===== src/rtl/stack_unit_if.sv =====
// stack_unit_if: command/data bundle between controller, datapath and stack.
// master drives strobes and write data, slave returns read data and status.
interface stack_unit_if #(
    parameter int WIDTH = 8,
    parameter int DEPTH = 16
);
    localparam int AW = $clog2(DEPTH);

    logic             push;
    logic             pop;
    logic             tos;
    logic [WIDTH-1:0] din;
    logic             clr_err;
    logic [WIDTH-1:0] dout;
    logic [AW:0]      count;
    logic             empty;
    logic             full;
    logic             ovf;
    logic             unf;

    modport master (
        output push,
        output pop,
        output tos,
        output din,
        output clr_err,
        input  dout,
        input  count,
        input  empty,
        input  full,
        input  ovf,
        input  unf
    );

    modport slave (
        input  push,
        input  pop,
        input  tos,
        input  din,
        input  clr_err,
        output dout,
        output count,
        output empty,
        output full,
        output ovf,
        output unf
    );
endinterface


===== src/rtl/stack_unit.sv =====
// stack_unit: operand stack for the multicycle stack-machine CPU.
// Registered one-cycle read, same-edge write, sticky ovf/unf errors.
module stack_unit #(
    parameter int WIDTH = 8,
    parameter int DEPTH = 16
) (
    input  logic        clk,
    input  logic        rst,
    stack_unit_if.slave bus
);
    localparam int          AW       = $clog2(DEPTH);
    localparam logic [AW:0] FULL_CNT = (AW+1)'(DEPTH);

    logic [WIDTH-1:0] mem [DEPTH];
    logic [AW:0]      sp;
    logic [WIDTH-1:0] dout_q;
    logic             ovf_q;
    logic             unf_q;

    logic             is_empty;
    logic             is_full;
    logic [AW-1:0]    top_idx;
    logic [WIDTH-1:0] top_val;

    logic [AW:0]      sp_nxt;
    logic             wr_en;
    logic [AW-1:0]    wr_addr;
    logic             rd_en;
    logic             set_ovf;
    logic             set_unf;

    assign is_empty = (sp == '0);
    assign is_full  = (sp == FULL_CNT);
    // Wraps harmlessly when sp is 0 or DEPTH; only used when not empty.
    assign top_idx  = sp[AW-1:0] - AW'(1);
    assign top_val  = mem[top_idx];

    // Decode one command per cycle; cases are mutually exclusive.
    always_comb begin
        sp_nxt  = sp;
        wr_en   = 1'b0;
        wr_addr = sp[AW-1:0];
        rd_en   = 1'b0;
        set_ovf = 1'b0;
        set_unf = 1'b0;
        unique case (1'b1)
            bus.push && bus.pop && !is_empty: begin
                wr_en   = 1'b1;
                wr_addr = top_idx;
                rd_en   = 1'b1;
            end
            bus.push && bus.pop && is_empty: begin
                set_unf = 1'b1;
                wr_en   = 1'b1;
                wr_addr = '0;
                sp_nxt  = (AW+1)'(1);
            end
            bus.push && !bus.pop && !is_full: begin
                wr_en   = 1'b1;
                sp_nxt  = sp + (AW+1)'(1);
            end
            bus.push && !bus.pop && is_full: begin
                set_ovf = 1'b1;
            end
            !bus.push && bus.pop && !is_empty: begin
                rd_en   = 1'b1;
                sp_nxt  = sp - (AW+1)'(1);
            end
            !bus.push && bus.pop && is_empty: begin
                set_unf = 1'b1;
            end
            !bus.push && !bus.pop && bus.tos && !is_empty: begin
                rd_en   = 1'b1;
            end
            !bus.push && !bus.pop && bus.tos && is_empty: begin
                set_unf = 1'b1;
            end
            default: begin
            end
        endcase
    end

    // Pointer, read register and sticky errors; set beats clear.
    always_ff @(posedge clk or negedge rst) begin
        if (!rst) begin
            sp     <= '0;
            dout_q <= '0;
            ovf_q  <= 1'b0;
            unf_q  <= 1'b0;
        end else begin
            sp <= sp_nxt;
            if (rd_en)
                dout_q <= top_val;
            if (set_ovf)
                ovf_q <= 1'b1;
            else if (bus.clr_err)
                ovf_q <= 1'b0;
            if (set_unf)
                unf_q <= 1'b1;
            else if (bus.clr_err)
                unf_q <= 1'b0;
        end
    end

    // Storage array, deliberately left out of reset.
    always_ff @(posedge clk) begin
        if (wr_en)
            mem[wr_addr] <= bus.din;
    end

    assign bus.dout  = dout_q;
    assign bus.count = sp;
    assign bus.empty = is_empty;
    assign bus.full  = is_full;
    assign bus.ovf   = ovf_q;
    assign bus.unf   = unf_q;
endmodule


===== src/flat_wrapper.sv =====
// flat-port wrapper written by rule: the top's interface ports become plain ports
module stack_unit_flat 
#(
    parameter int WIDTH = 8,
    parameter int DEPTH = 16
)
  (clk, rst, bus_push, bus_pop, bus_tos, bus_din, bus_clr_err, bus_dout, bus_count, bus_empty, bus_full, bus_ovf, bus_unf);
  stack_unit_if #(.WIDTH(WIDTH), .DEPTH(DEPTH)) bus_i ();
  input  logic clk;
  input  logic rst;
  input wire logic [$bits(bus_i.push)-1:0] bus_push;
  input wire logic [$bits(bus_i.pop)-1:0] bus_pop;
  input wire logic [$bits(bus_i.tos)-1:0] bus_tos;
  input wire logic [$bits(bus_i.din)-1:0] bus_din;
  input wire logic [$bits(bus_i.clr_err)-1:0] bus_clr_err;
  output wire logic [$bits(bus_i.dout)-1:0] bus_dout;
  output wire logic [$bits(bus_i.count)-1:0] bus_count;
  output wire logic [$bits(bus_i.empty)-1:0] bus_empty;
  output wire logic [$bits(bus_i.full)-1:0] bus_full;
  output wire logic [$bits(bus_i.ovf)-1:0] bus_ovf;
  output wire logic [$bits(bus_i.unf)-1:0] bus_unf;
  assign bus_i.push = bus_push;
  assign bus_i.pop = bus_pop;
  assign bus_i.tos = bus_tos;
  assign bus_i.din = bus_din;
  assign bus_i.clr_err = bus_clr_err;
  assign bus_dout = bus_i.dout;
  assign bus_count = bus_i.count;
  assign bus_empty = bus_i.empty;
  assign bus_full = bus_i.full;
  assign bus_ovf = bus_i.ovf;
  assign bus_unf = bus_i.unf;
  stack_unit #(.WIDTH(WIDTH), .DEPTH(DEPTH)) u_core (.clk(clk), .rst(rst), .bus(bus_i));
endmodule

===== config.mk =====
export PLATFORM = sky130hd
export DESIGN_NAME = stack_unit_flat
export DESIGN_NICKNAME = d
export VERILOG_FILES = /design/src/rtl/stack_unit_if.sv /design/src/rtl/stack_unit.sv /design/src/flat_wrapper.sv
export SDC_FILE = /design/constraint.sdc
export NUM_CORES = 1
export LEC_CHECK = 0
export BUFFER_PORTS_ARGS = -buffer_cell sky130_fd_sc_hd__buf_2
export CORE_MARGIN = 5
export CORE_UTILIZATION = 55
export CTS_BUF_LIST = sky130_fd_sc_hd__clkbuf_2
export DETAILED_ROUTE_END_ITERATION = 6
export PLACE_DENSITY = 0.84
export SYNTH_ARGS = -nofsm -noshare
export SYNTH_HDL_FRONTEND = slang
export SYNTH_SLANG_ARGS = --single-unit
export TNS_END_PERCENT = 50

===== constraint.sdc =====
create_clock -name clk -period 4.5 [get_ports clk]
set_clock_uncertainty 0.15 [all_clocks]
set_input_delay 0.45 -clock clk [delete_from_list [all_inputs] [get_ports clk]]
set_output_delay 0.45 -clock clk [all_outputs]
set_load 0.005 [all_outputs]

==> summary.md, run 1 <==
| Metric | Value |
|---|---|
| Max Root-Sink Buffers | 2 |
| Seq/Total Area, Yosys | 71.3% |
| H-tree levels | 4 |
| Clk sinks | 143 |
| Synth Flop Type | edfxtp_1 |
| Die Ht | 114 um |
| CP startpoint kind | flip-flop |
| Starting Density | 56.8% |
| Setup crit end kind | flip-flop |
| Largest family of logic cells by synthesized area | multiplexers |
| DR pass1 iterations | 5 |
| Global-route wire length before repair | 19000 um |
| Initial antenna violation count | 0 |
| TritonCTS clock tree | yes |
| Worst Path Required | 4.70 ns |
| Vias in the first global route | 3208 |
| PortBufs | 30 |
| Wire length after detailed routing | 12300 um |
| Area Growth Syn to Fin | 9.79% |
| Mapped Nets | 333 |
| NumNets Final | 379 |
| I/O Pins | 31 |
| Routability Congestion | 0.859 |
| Syn avg cell area | 18.7 sq um |
| Sw Share | 34.8% |
| Number of synthesized flops with an enable pin | 128 |
| Mean routed wirelength per cell | 24.0 um |
| Vias/cell | 6.42 |
| Largest net degree at the start of global routing | 27 |
| Min Tclk post-route | 3.61 ns |
| DRC errors left | 0 |
| Compound-Gate Fraction of Synth Area | 4.53% |
| Status | completed |
| Period utilisation layout | 80.3% |
| # Max-Cap Violations | 0 |
| Share of cells above drive strength 1 | 28.0% |
| Postcts setup bufs | 0 |
| Yosys cell types | 49 |
| Highest Clock Rate | 277 MHz |
| Unrepaired setup endpoints after global routing | false |
| Clock slew at reported path FFs | 0.21 ns |
| Final setup viols | 0 |
| Clock Tree Root | clkbuf_2 |
| Hold/Removal Path Class | in -> reg |
| Synth Area in Adders | 0.634% |
| Core Area | 0.0104 sq mm |
| Post-DP HPWL | 7780 um |
| Net switching power | 0.00141 W |
| Hold_ws | 0.193 ns |
| Max-slew violations | 0 |
| Int Pwr | 0.00265 W |
| Via count | 3279 |
| FILL cells | 715 |
| Synth Register Bits | 143 |
| Die ar. | 0.0129 sq mm |
| Die width | 114 um |
| Mux share of post-synthesis cell area | 14.9% |
| Synth warnings | 0 |
| Worst skew pair latency | 0.71 ns |
| 1st-iter DRT viols | 349 |
| Final hold vios | 0 |
| Data arrival, critical path | 3.82 ns |
| Total grt overflow | 0 |
| Sequential share of power | 44.5% |
| Critical path fanouts, max | 20 |
| TritonCTS Buffers | 17 |
| Worst vdd ir | 0.361 mV |
| # rows | 37 |
| Placed insts | 465 |
| Setup TNS | 0 ns |
| Gate power share | 37.2% |
| Clock power frac | 18.3% |
| Simple-gate area share of the yosys netlist | 4.99% |
| Max-slew headroom | 43.1% |
| Least-Margin Pin Slew | 0.850 ns |
| Total GRT Usage | 20.4% |
| Syn Inst Count | 316 |
| Asr flop ratio synth | 10.5% |
| XOR/XNOR Fraction of Synth Area | 0.740% |
| Netlist Area Pre-Place | 0.00592 sq mm |
| WS Path Type | reg -> reg |
| Final cell count without fillers | 511 |
| # diodes | 0 |
| Post-route ant nets | 0 |
| Power Density | 625 mW/mm^2 |
| Leak pwr | 2.22 nW |
cell families (layout without fill, tap and decap cells):
logic type      after synthesis  in the layout
xor+xnor                      5              5
mux                          48             48
buf+inv                      26             85
compound gates               36             36
flops                       143            143
fa+ha+maj                     3              3
simple gates                 55             55
layout by cell type (no fill, tap or decap), types with 3 or more instances in the layout:
| master | count |
|---|---|
| edfxtp_1 | 128 |
| mux4_2 | 32 |
| buf_2 | 30 |
| clkbuf_2 | 19 |
| nor2_1 | 17 |
| mux2i_1 | 16 |
| dlygate4sd3_1 | 14 |
| dfrtp_1 | 14 |
| nand2_1 | 13 |
| o221ai_1 | 8 |
| inv_1 | 5 |
| o21ai_0 | 5 |
| clkinvlp_4 | 5 |
| nor4_1 | 4 |
| a21boi_0 | 4 |
| clkinv_1 | 4 |
| a31oi_1 | 3 |
| xor2_1 | 3 |
| nand3_1 | 3 |
| o2111ai_1 | 3 |
| ha_1 | 3 |
| bufinv_16 | 3 |
| buf_4 | 3 |
synth_stat cells (all sizes together) (2+ instances only):
library cell / count / area [sq um]
a21oi: 2 / 10.0
nand4: 2 / 12.5
edfxtp: 128 / 3840
nand2b: 2 / 12.5
and2: 3 / 20.0
xnor2: 2 / 17.5
o221ai: 8 / 70.1
o2111ai: 3 / 26.3
a31oi: 4 / 31.3
a21boi: 4 / 30.0
o22ai: 2 / 12.5
nor2b: 2 / 12.5
o21ai: 6 / 33.8
a211oi: 2 / 15.0
clkbuf: 9 / 43.8
nand2: 13 / 48.8
nor2: 17 / 63.8
and3b: 2 / 20.0
mux2i: 16 / 160
xor2: 3 / 26.3
ha: 3 / 37.5
mux4: 32 / 721
inv: 6 / 25.0
nand3: 3 / 15.0
dfrtp: 15 / 375
buf: 10 / 95.1
nor4: 4 / 25.0
path summary, 6_finish.rpt:
| check | startpoint | slack, ns | to | cells past startpoint |
|---|---|---|---|---|
| setup / recovery | u_core.bus.count[0] | 0.89 | u_core.mem[5][3] | 5 |
| hold / removal | bus_pop | 0.19 | u_core.bus.dout[0] | 4 |
| setup reg to reg | u_core.bus.count[0] | 0.89 | u_core.mem[5][3] | 5 |
| hold reg to reg | u_core.bus.dout[2] | 0.39 | u_core.bus.dout[2] | 2 |
| max in group asynchronous | rst | 3.01 | u_core.bus.count[0] | 3 |
| min in group asynchronous | rst | 0.69 | u_core.bus.unf | 3 |
power groups by stage:
stage	sequential [W]	clock, W	combinational (W)
2_1_floorplan	0.00173	0	0.00122
3_5_place_dp	0.00183	0	0.00148
3_3_place_gp	0.00182	0	0.00144
6_report	0.00181	0.000744	0.00151
4_1_cts	0.00181	0.000758	0.00150
5_1_grt	0.00183	0.000821	0.00161
sequential cells by signal, indices dropped and copies added (netlist names):
register          cells
u_core.bus.unf        1
u_core.mem          128
u_core.bus.dout       8
u_core.bus.ovf        1
u_core.bus.count      5
routing by layer:
layer	up-vias	global-route usage [%]	wire length (um)
met3	27	5.62	1080
li1	1379	-	-
met4	0	9.05	332
met2	212	30.4	5850
met5	-	0	0
met1	1661	28.6	4990
repair_timing:
| action | 4_1_cts | 5_1_grt |
|---|---|---|
| hold buffers | 14 | 0 |
| setup endpoints to repair | 0 | 0 |
| gates resized for setup | 0 | 0 |
| endpoints found under the hold margin | 145 | 0 |
stage by stage:
| step | instance area [sq um] | utilization, % | setup slack, ns | total power [W] |
|---|---|---|---|---|
| 3_5_place_dp | 6110 | 58.7 | 0.956 | 0.00331 |
| 4_1_cts | 6500 | 62.4 | 0.915 | 0.00407 |
| 3_3_place_gp | 6110 | 58.7 | 1.15 | 0.00326 |
| 5_1_grt | 6500 | 62.4 | 0.648 | 0.00426 |
| 2_1_floorplan | 5920 | - | 1.45 | 0.00295 |
| 6_report | 6500 | 62.4 | 0.885 | 0.00406 |
worst max-delay path: stages, from the launching register on:
cell and delay (ns):
dfrtp_2 0.81, inv_1 0.25, ha_1 0.90, and4_1 0.37, a31oi_2 0.08, nor2_1 0.68
final cells by class:
cell class | count | area (sq um) | area share [%]
Timing Repair Buffer | 47 | 313 | 4.82
Multi-Input combinational cell | 147 | 1530 | 23.5
Sequential cell | 143 | 4220 | 65.0
Clock buffer | 19 | 95.1 | 1.46
Clock inverter | 13 | 148 | 2.27
Inverter | 6 | 25.0 | 0.385
Tap cell | 136 | 170 | 2.62
(Power assumes the default switching activity.)
==> run 2: changes to the inputs <==
--- a/config.mk
+++ b/config.mk
@@ -10,7 +10,7 @@
 export CORE_UTILIZATION = 55
 export CTS_BUF_LIST = sky130_fd_sc_hd__clkbuf_2
 export DETAILED_ROUTE_END_ITERATION = 6
-export PLACE_DENSITY = 0.84
+export PLACE_DENSITY = 0.87
 export SYNTH_ARGS = -nofsm -noshare
 export SYNTH_HDL_FRONTEND = slang
 export SYNTH_SLANG_ARGS = --single-unit
==> constraint.sdc (replaced) <==
create_clock -name clk -period 3.2 [get_ports clk]
set_clock_uncertainty 0.15 [all_clocks]
set_input_delay 0.32 -clock clk [delete_from_list [all_inputs] [get_ports clk]]
set_output_delay 0.32 -clock clk [all_outputs]
set_load 0.005 [all_outputs]
==> run 2 against run 1 <==
Die area did not move. Largest cell class unchanged. Sequential power rose by 34%. Critical path depth rose by 6. Largest power group unchanged. Count of clock-buffer cells in the layout fell by 2.
==> summary.md, run 2 (same netlist as run 1, synthesis figures left out) <==
| Metric | Value |
|---|---|
| I/O Pins | 31 |
| Highest Clock Rate | 343 MHz |
| NumNets Final | 390 |
| Critical-path cell list | inv_1, ha_1, or4b_4, inv_4, nor2_1, xnor2_1, ha_1, nor4_1, nand3_1, a21boi_1, xor2_1 |
| Least-Margin Pin Slew | 0.802 ns |
| Worst vdd ir | 0.441 mV |
| Clock Tree Root | clkbuf_2 |
| # diodes | 0 |
| Largest delay share family, worst path | simple AND/OR/NAND/NOR gates |
| Post-DP HPWL | 7470 um |
| Final hold vios | 0 |
| Routability Congestion | 0.916 |
| PortBufs | 30 |
| Data arrival, critical path | 3.37 ns |
| Mean routed wirelength per cell | 23.0 um |
| Die ar. | 0.0129 sq mm |
| Unrepaired setup endpoints after global routing | false |
| Slowest stage delay, CP | 0.56 ns |
| Area Growth Syn to Fin | 12.4% |
| CP startpoint kind | flip-flop |
| Int Pwr | 0.00394 W |
| H-tree levels | 4 |
| TritonCTS Buffers | 17 |
| Status | completed |
| Commonest cells after routing, fill and taps aside | 128 x edfxtp_1, 32 x mux4_2, 30 x buf_2 |
| Clock slew at reported path FFs | 0.22 ns |
| Power Density | 897 mW/mm^2 |
| Placed insts | 476 |
| TritonCTS clock tree | yes |
| 1st-iter DRT viols | 387 |
| Placed inst area | 0.00620 sq mm |
| Starting Density | 56.8% |
| DR pass1 iterations | 5 |
| Worst skew pair latency | 0.69 ns |
| Largest register FFs | 128 |
| Worst Path Required | 3.65 ns |
| Global-route wire length before repair | 18500 um |
| Slowest cell on the critical path | or4b_4 |
| Clock power frac | 21.4% |
| # rows | 37 |
| Setup crit end kind | flip-flop |
| Leak pwr | 2.32 nW |
| Die width | 114 um |
| Core Area | 0.0104 sq mm |
| Post-route ant nets | 0 |
| Max-slew violations | 0 |
| Initial antenna violation count | 0 |
| # Max-Cap Violations | 0 |
| Die Ht | 114 um |
| Worst path bufs/invs | 2 |
| Final cell count without fillers | 522 |
| Postcts setup bufs | 0 |
| Total GRT Usage | 19.7% |
| Share of cells above drive strength 1 | 31.1% |
| Max-slew headroom | 46.3% |
| Total grt overflow | 0 |
| Fin area | 0.00665 sq mm |
| Via count | 3291 |
| Largest reg by FF count | u_core.mem |
| Min Tclk post-route | 2.91 ns |
| Critical path fanouts, max | 11 |
| DRC errors left | 0 |
| CP dominant cell by count | ha_1 |
| WS Path Type | reg -> reg |
| Wire length after detailed routing | 12000 um |
| Setup TNS | 0 ns |
| Hold/Removal Path Class | in -> reg |
| Net switching power | 0.00203 W |
| Max Root-Sink Buffers | 2 |
| Clk sinks | 143 |
| Hold_ws | 0.0883 ns |
| Final setup viols | 0 |
| Total chip power | 0.00596 W |
| Gate power share | 37.9% |
| Sw Share | 34.0% |
| FILL cells | 705 |
| Largest net degree at the start of global routing | 28 |
| Vias/cell | 6.30 |
| Sequential share of power | 40.7% |
| Vias in the first global route | 3303 |
| Commonest non-fill, non-tap cell in the layout | edfxtp_1 |
| Period utilisation layout | 91.1% |
-- run 2: final timing paths --
kind,slack [ns],cells past startpoint,from,end
worst max-delay path,0.29,11,u_core.bus.count[0],u_core.bus.count[4]
worst min-delay path,0.09,4,bus_pop,u_core.bus.dout[1]
worst max register to register,0.29,11,u_core.bus.count[0],u_core.bus.count[4]
worst min register to register,0.39,2,u_core.bus.dout[1],u_core.bus.dout[1]
max in group asynchronous,1.76,3,rst,u_core.bus.count[0]
min in group asynchronous,0.60,3,rst,u_core.bus.dout[4]
-- run 2: final cells by class --
cell class / instances / area (sq um) / share of cell area [%]
Sequential cell: 143 / 4220 / 63.4
Multi-Input combinational cell: 147 / 1530 / 22.9
Timing Repair Buffer: 58 / 395 / 5.94
Clock inverter: 15 / 230 / 3.46
Tap cell: 136 / 170 / 2.56
Clock buffer: 17 / 85.1 / 1.28
Inverter: 6 / 25.0 / 0.376
-- run 2: power by group through the flow --
stage / registers, W / logic, W / clock network, W
floorplan: 0.00244 / 0.00172 / 0
global placement: 0.00245 / 0.00218 / 0
detailed placement: 0.00246 / 0.00224 / 0
CTS: 0.00242 / 0.00227 / 0.00130
global route: 0.00245 / 0.00243 / 0.00138
finish: 0.00243 / 0.00226 / 0.00128
-- run 2: per-stage QoR --
step	utilization, %	worst slack (ns)
floorplan	-	0.151
global placement	59.5	0.458
detailed placement	59.5	0.363
CTS	63.9	0.273
global route	63.9	0.0178
finish	63.9	0.285
-- run 2: layer usage --
metal,global-route usage (%),up-vias,routed length [um]
li1,-,1407,-
met1,26.0,1621,4550
met2,30.8,234,5860
met3,6.05,29,1270
met4,7.69,0,306
met5,0,-,0
-- run 2: tightest hold or removal path: cells and delay by family --
kind / cells / cell delay, ns
buffers and inverters: 1 / 0.18
AOI/OAI and AO/OA: 2 / 0.28
and+or+nand+nor: 1 / 0.11
-- run 2: timing repair --
| item | in CTS | in global routing |
|---|---|---|
| endpoints found under the setup margin | 0 | 1 |
| hold buffers | 14 | 0 |
| endpoints found under the hold margin | 145 | 0 |
| gates resized for setup | 0 | 1 |
==> run 3: changes to the inputs <==
--- a/config.mk
+++ b/config.mk
@@ -5,6 +5,7 @@
 export SDC_FILE = /design/constraint.sdc
 export NUM_CORES = 1
 export LEC_CHECK = 0
+export ABC_AREA = 1
 export BUFFER_PORTS_ARGS = -buffer_cell sky130_fd_sc_hd__buf_2
 export CORE_MARGIN = 5
 export CORE_UTILIZATION = 55
==> constraint.sdc (replaced) <==
create_clock -name clk -period 3.2 [get_ports clk]
set_clock_uncertainty 0.15 [all_clocks]
set_input_delay 0.32 -clock clk [delete_from_list [all_inputs] [get_ports clk]]
set_output_delay 0.32 -clock clk [all_outputs]
set_load 0.1 [all_outputs]
==> run 3 against run 2 <==
Global-route usage is 0.87 points higher. Synthesized cell count grew 65%. Non-clock buffer count shrank 9. Register-to-register slack better by 0.19 ns. Sequential share of layout area shrank 0.40 points. Flip-flop and latch count unchanged. Die area grew 1.1%. Count of clock-buffer cells in the layout up 3. Via count increased by 25%. Routed wire length is 6.9% higher. Hold slack got worse by 0.0010 ns.
==> summary.md, run 3 <==
| Metric | Value |
|---|---|
| Core Area | 0.0107 sq mm |
| Synth warnings | 0 |
| # rows | 38 |
| Yosys top cell area share | 64.2% |
| Largest net degree at the start of global routing | 69 |
| # Max-Cap Violations | 0 |
| Largest register FFs | 128 |
| Netlist Area Pre-Place | 0.00599 sq mm |
| # diodes | 0 |
| Syn avg cell area | 11.5 sq um |
| Area Growth Syn to Fin | 11.7% |
| Hold/Removal Path Class | in -> reg |
| Critical-path cell list | inv_2, ha_1, nand3_2, nand3_1, o21ai_1, a21oi_1, nand2_1, nor2_1 |
| DRC errors left | 0 |
| Total grt overflow | 0 |
| PortBufs | 30 |
| Worst skew pair latency | 0.67 ns |
| Critical path fanouts, max | 8 |
| Vias in the first global route | 3962 |
| Min Tclk post-route | 2.72 ns |
| Die width | 114 um |
| Post-DP HPWL | 8190 um |
| GRT met1 Usage | 26.8% |
| Total GRT Usage | 20.5% |
| CP startpoint kind | flip-flop |
| TritonCTS clock tree | yes |
| Wire length after detailed routing | 12800 um |
| Vias/cell | 5.74 |
| Share of cells above drive strength 1 | 14.2% |
| Synth Register Bits | 143 |
| Setup TNS | 0 ns |
| Register area | 0.00422 sq mm |
| Initial antenna violation count | 0 |
| H-tree levels | 4 |
| WS Path Type | reg -> reg |
| Least-Margin Pin Slew | 0.741 ns |
| Slowest cell on the critical path | nor2_1 |
| M3 GR Usage | 4.81% |
| Global-route wire length before repair | 20300 um |
| Setup crit end kind | flip-flop |
| Die ar. | 0.0131 sq mm |
| Routability Congestion | 0.900 |
| Largest delay share family, worst path | simple AND/OR/NAND/NOR gates |
| Status | completed |
| Seq/Total Area, Yosys | 70.4% |
| DR pass1 iterations | 5 |
| Mean routed wirelength per cell | 17.9 um |
| Synth area leader | edfxtp_1 |
| Final setup viols | 0 |
| TritonCTS Buffers | 17 |
| Data arrival, critical path | 2.87 ns |
| FILL cells | 822 |
| Slowest stage delay, CP | 0.56 ns |
| 1st-iter DRT viols | 487 |
| I/O Pins | 31 |
| Yosys cell types | 24 |
| Commonest non-fill, non-tap cell in the layout | edfxtp_1 |
| Die Ht | 114 um |
| Clock slew at reported path FFs | 0.20 ns |
| Max-slew headroom | 50.4% |
| Period utilisation layout | 85.1% |
| Unrepaired setup endpoints after global routing | false |
| Synth Flop Type | edfxtp_1 |
| Met2 GRT Util | 34.0% |
| Postcts setup bufs | 0 |
| Clock Tree Root | clkbuf_2 |
| Syn Inst Count | 520 |
| Worst path bufs/invs | 1 |
| Starting Density | 55.8% |
| Worst Path Required | 3.35 ns |
| Number of synthesized flops with an enable pin | 128 |
| Largest reg by FF count | u_core.mem |
| Busiest grt layer | met2 |
| Asr flop ratio synth | 10.5% |
| Clk sinks | 143 |
| Top-count cell post-synth | edfxtp_1 |
| Synth area leaders | edfxtp_1 64%, nor2_1 7.1%, dfrtp_1 6.3% |
| Via count | 4114 |
| Max Root-Sink Buffers | 2 |
| Max-slew violations | 0 |
| Synth cell count leaders | 128 x edfxtp_1, 114 x nor2_1, 63 x nand2_1 |
| Commonest cells after routing, fill and taps aside | 128 x edfxtp_1, 114 x nor2_1, 63 x nand2_1 |
| Final hold vios | 0 |
| Post-route ant nets | 0 |
| Multi-input logic area | 0.00158 sq mm |
| Highest Clock Rate | 367 MHz |
| Post-CTS resize count | 0 |
| Mapped Nets | 537 |
| NumNets Final | 581 |
[run 3: cell count changes after synthesis, sizes merged, moves of 8 or more]
cell / delta
o211ai: +31
nor2: +98
nand3: +10
mux4: -32
nand2: +52
o21ai: +87
inv: +17
o221ai: -8
mux2i: -16
[run 3: cell families after synthesis]
| group | after synthesis | share of synthesized area [%] |
|---|---|---|
| AO/OA/AOI/OAI | 129 | 12.2 |
| flip-flops | 143 | 70.4 |
| buffers and inverters | 48 | 3.20 |
| AND/OR/NAND/NOR | 195 | 12.9 |
| XOR/XNOR | 2 | 0.731 |
| adder cells (fa/ha/maj) | 3 | 0.627 |
[run 3: per-layer routing]
layer	wire length, um	share of wire [%]
met1	5130	40
met2	6360	50
met3	1080	8.4
met4	243	1.9
met5	0	0
[run 3: tightest hold or removal path: cells and delay by family]
| family | cells | cell delay [ns] |
|---|---|---|
| simple gates | 2 | 0.28 |
| buf+inv | 2 | 0.15 |
| compound gates | 1 | 0.13 |
[run 3: path summary, 6_finish.rpt]
check / startpoint / to / slack, ns / cells after the start
min reg2reg: u_core.bus.dout[1] / u_core.bus.dout[1] / 0.36 / 2
max: u_core.bus.count[1] / u_core.mem[8][3] / 0.48 / 8
min: bus_pop / u_core.bus.count[0] / 0.09 / 5
max in group asynchronous: rst / u_core.bus.count[0] / 1.81 / 3
max reg2reg: u_core.bus.count[1] / u_core.mem[8][3] / 0.48 / 8
min in group asynchronous: rst / u_core.bus.dout[1] / 0.58 / 3
[run 3: repair_timing]
action | 4_1_cts | 5_1_grt
hold buffers | 14 | 0
hold endpoints to repair | 146 | 0
endpoints found under the setup margin | 0 | 0
[run 3: stage by stage]
step	hold slack [ns]	instances	utilization, %	cell area (sq um)	worst slack, ns
floorplan	-0.126	520	-	5990	0.246
global placement	0.0826	671	58.5	6280	0.665
detailed placement	0.0925	671	58.5	6280	0.563
CTS	0.00975	717	62.3	6690	0.508
global route	0.0526	717	62.3	6690	0.338
finish	0.0873	717	62.3	6690	0.477
[run 3: cell type report]
| type | count | area share [%] |
|---|---|---|
| clock buffers | 20 | 1.50 |
| clock inverters | 12 | 2.54 |
| inverters | 24 | 1.35 |
| multi-input cells | 329 | 23.6 |
| flip-flops and latches | 143 | 63.0 |
| well taps | 140 | 2.62 |
| repair buffers | 49 | 5.35 |
Power of run 3 is left out: the tool's default activity adds up to more than one toggle a clock period on the data nets, which glitch-free logic cannot reach.
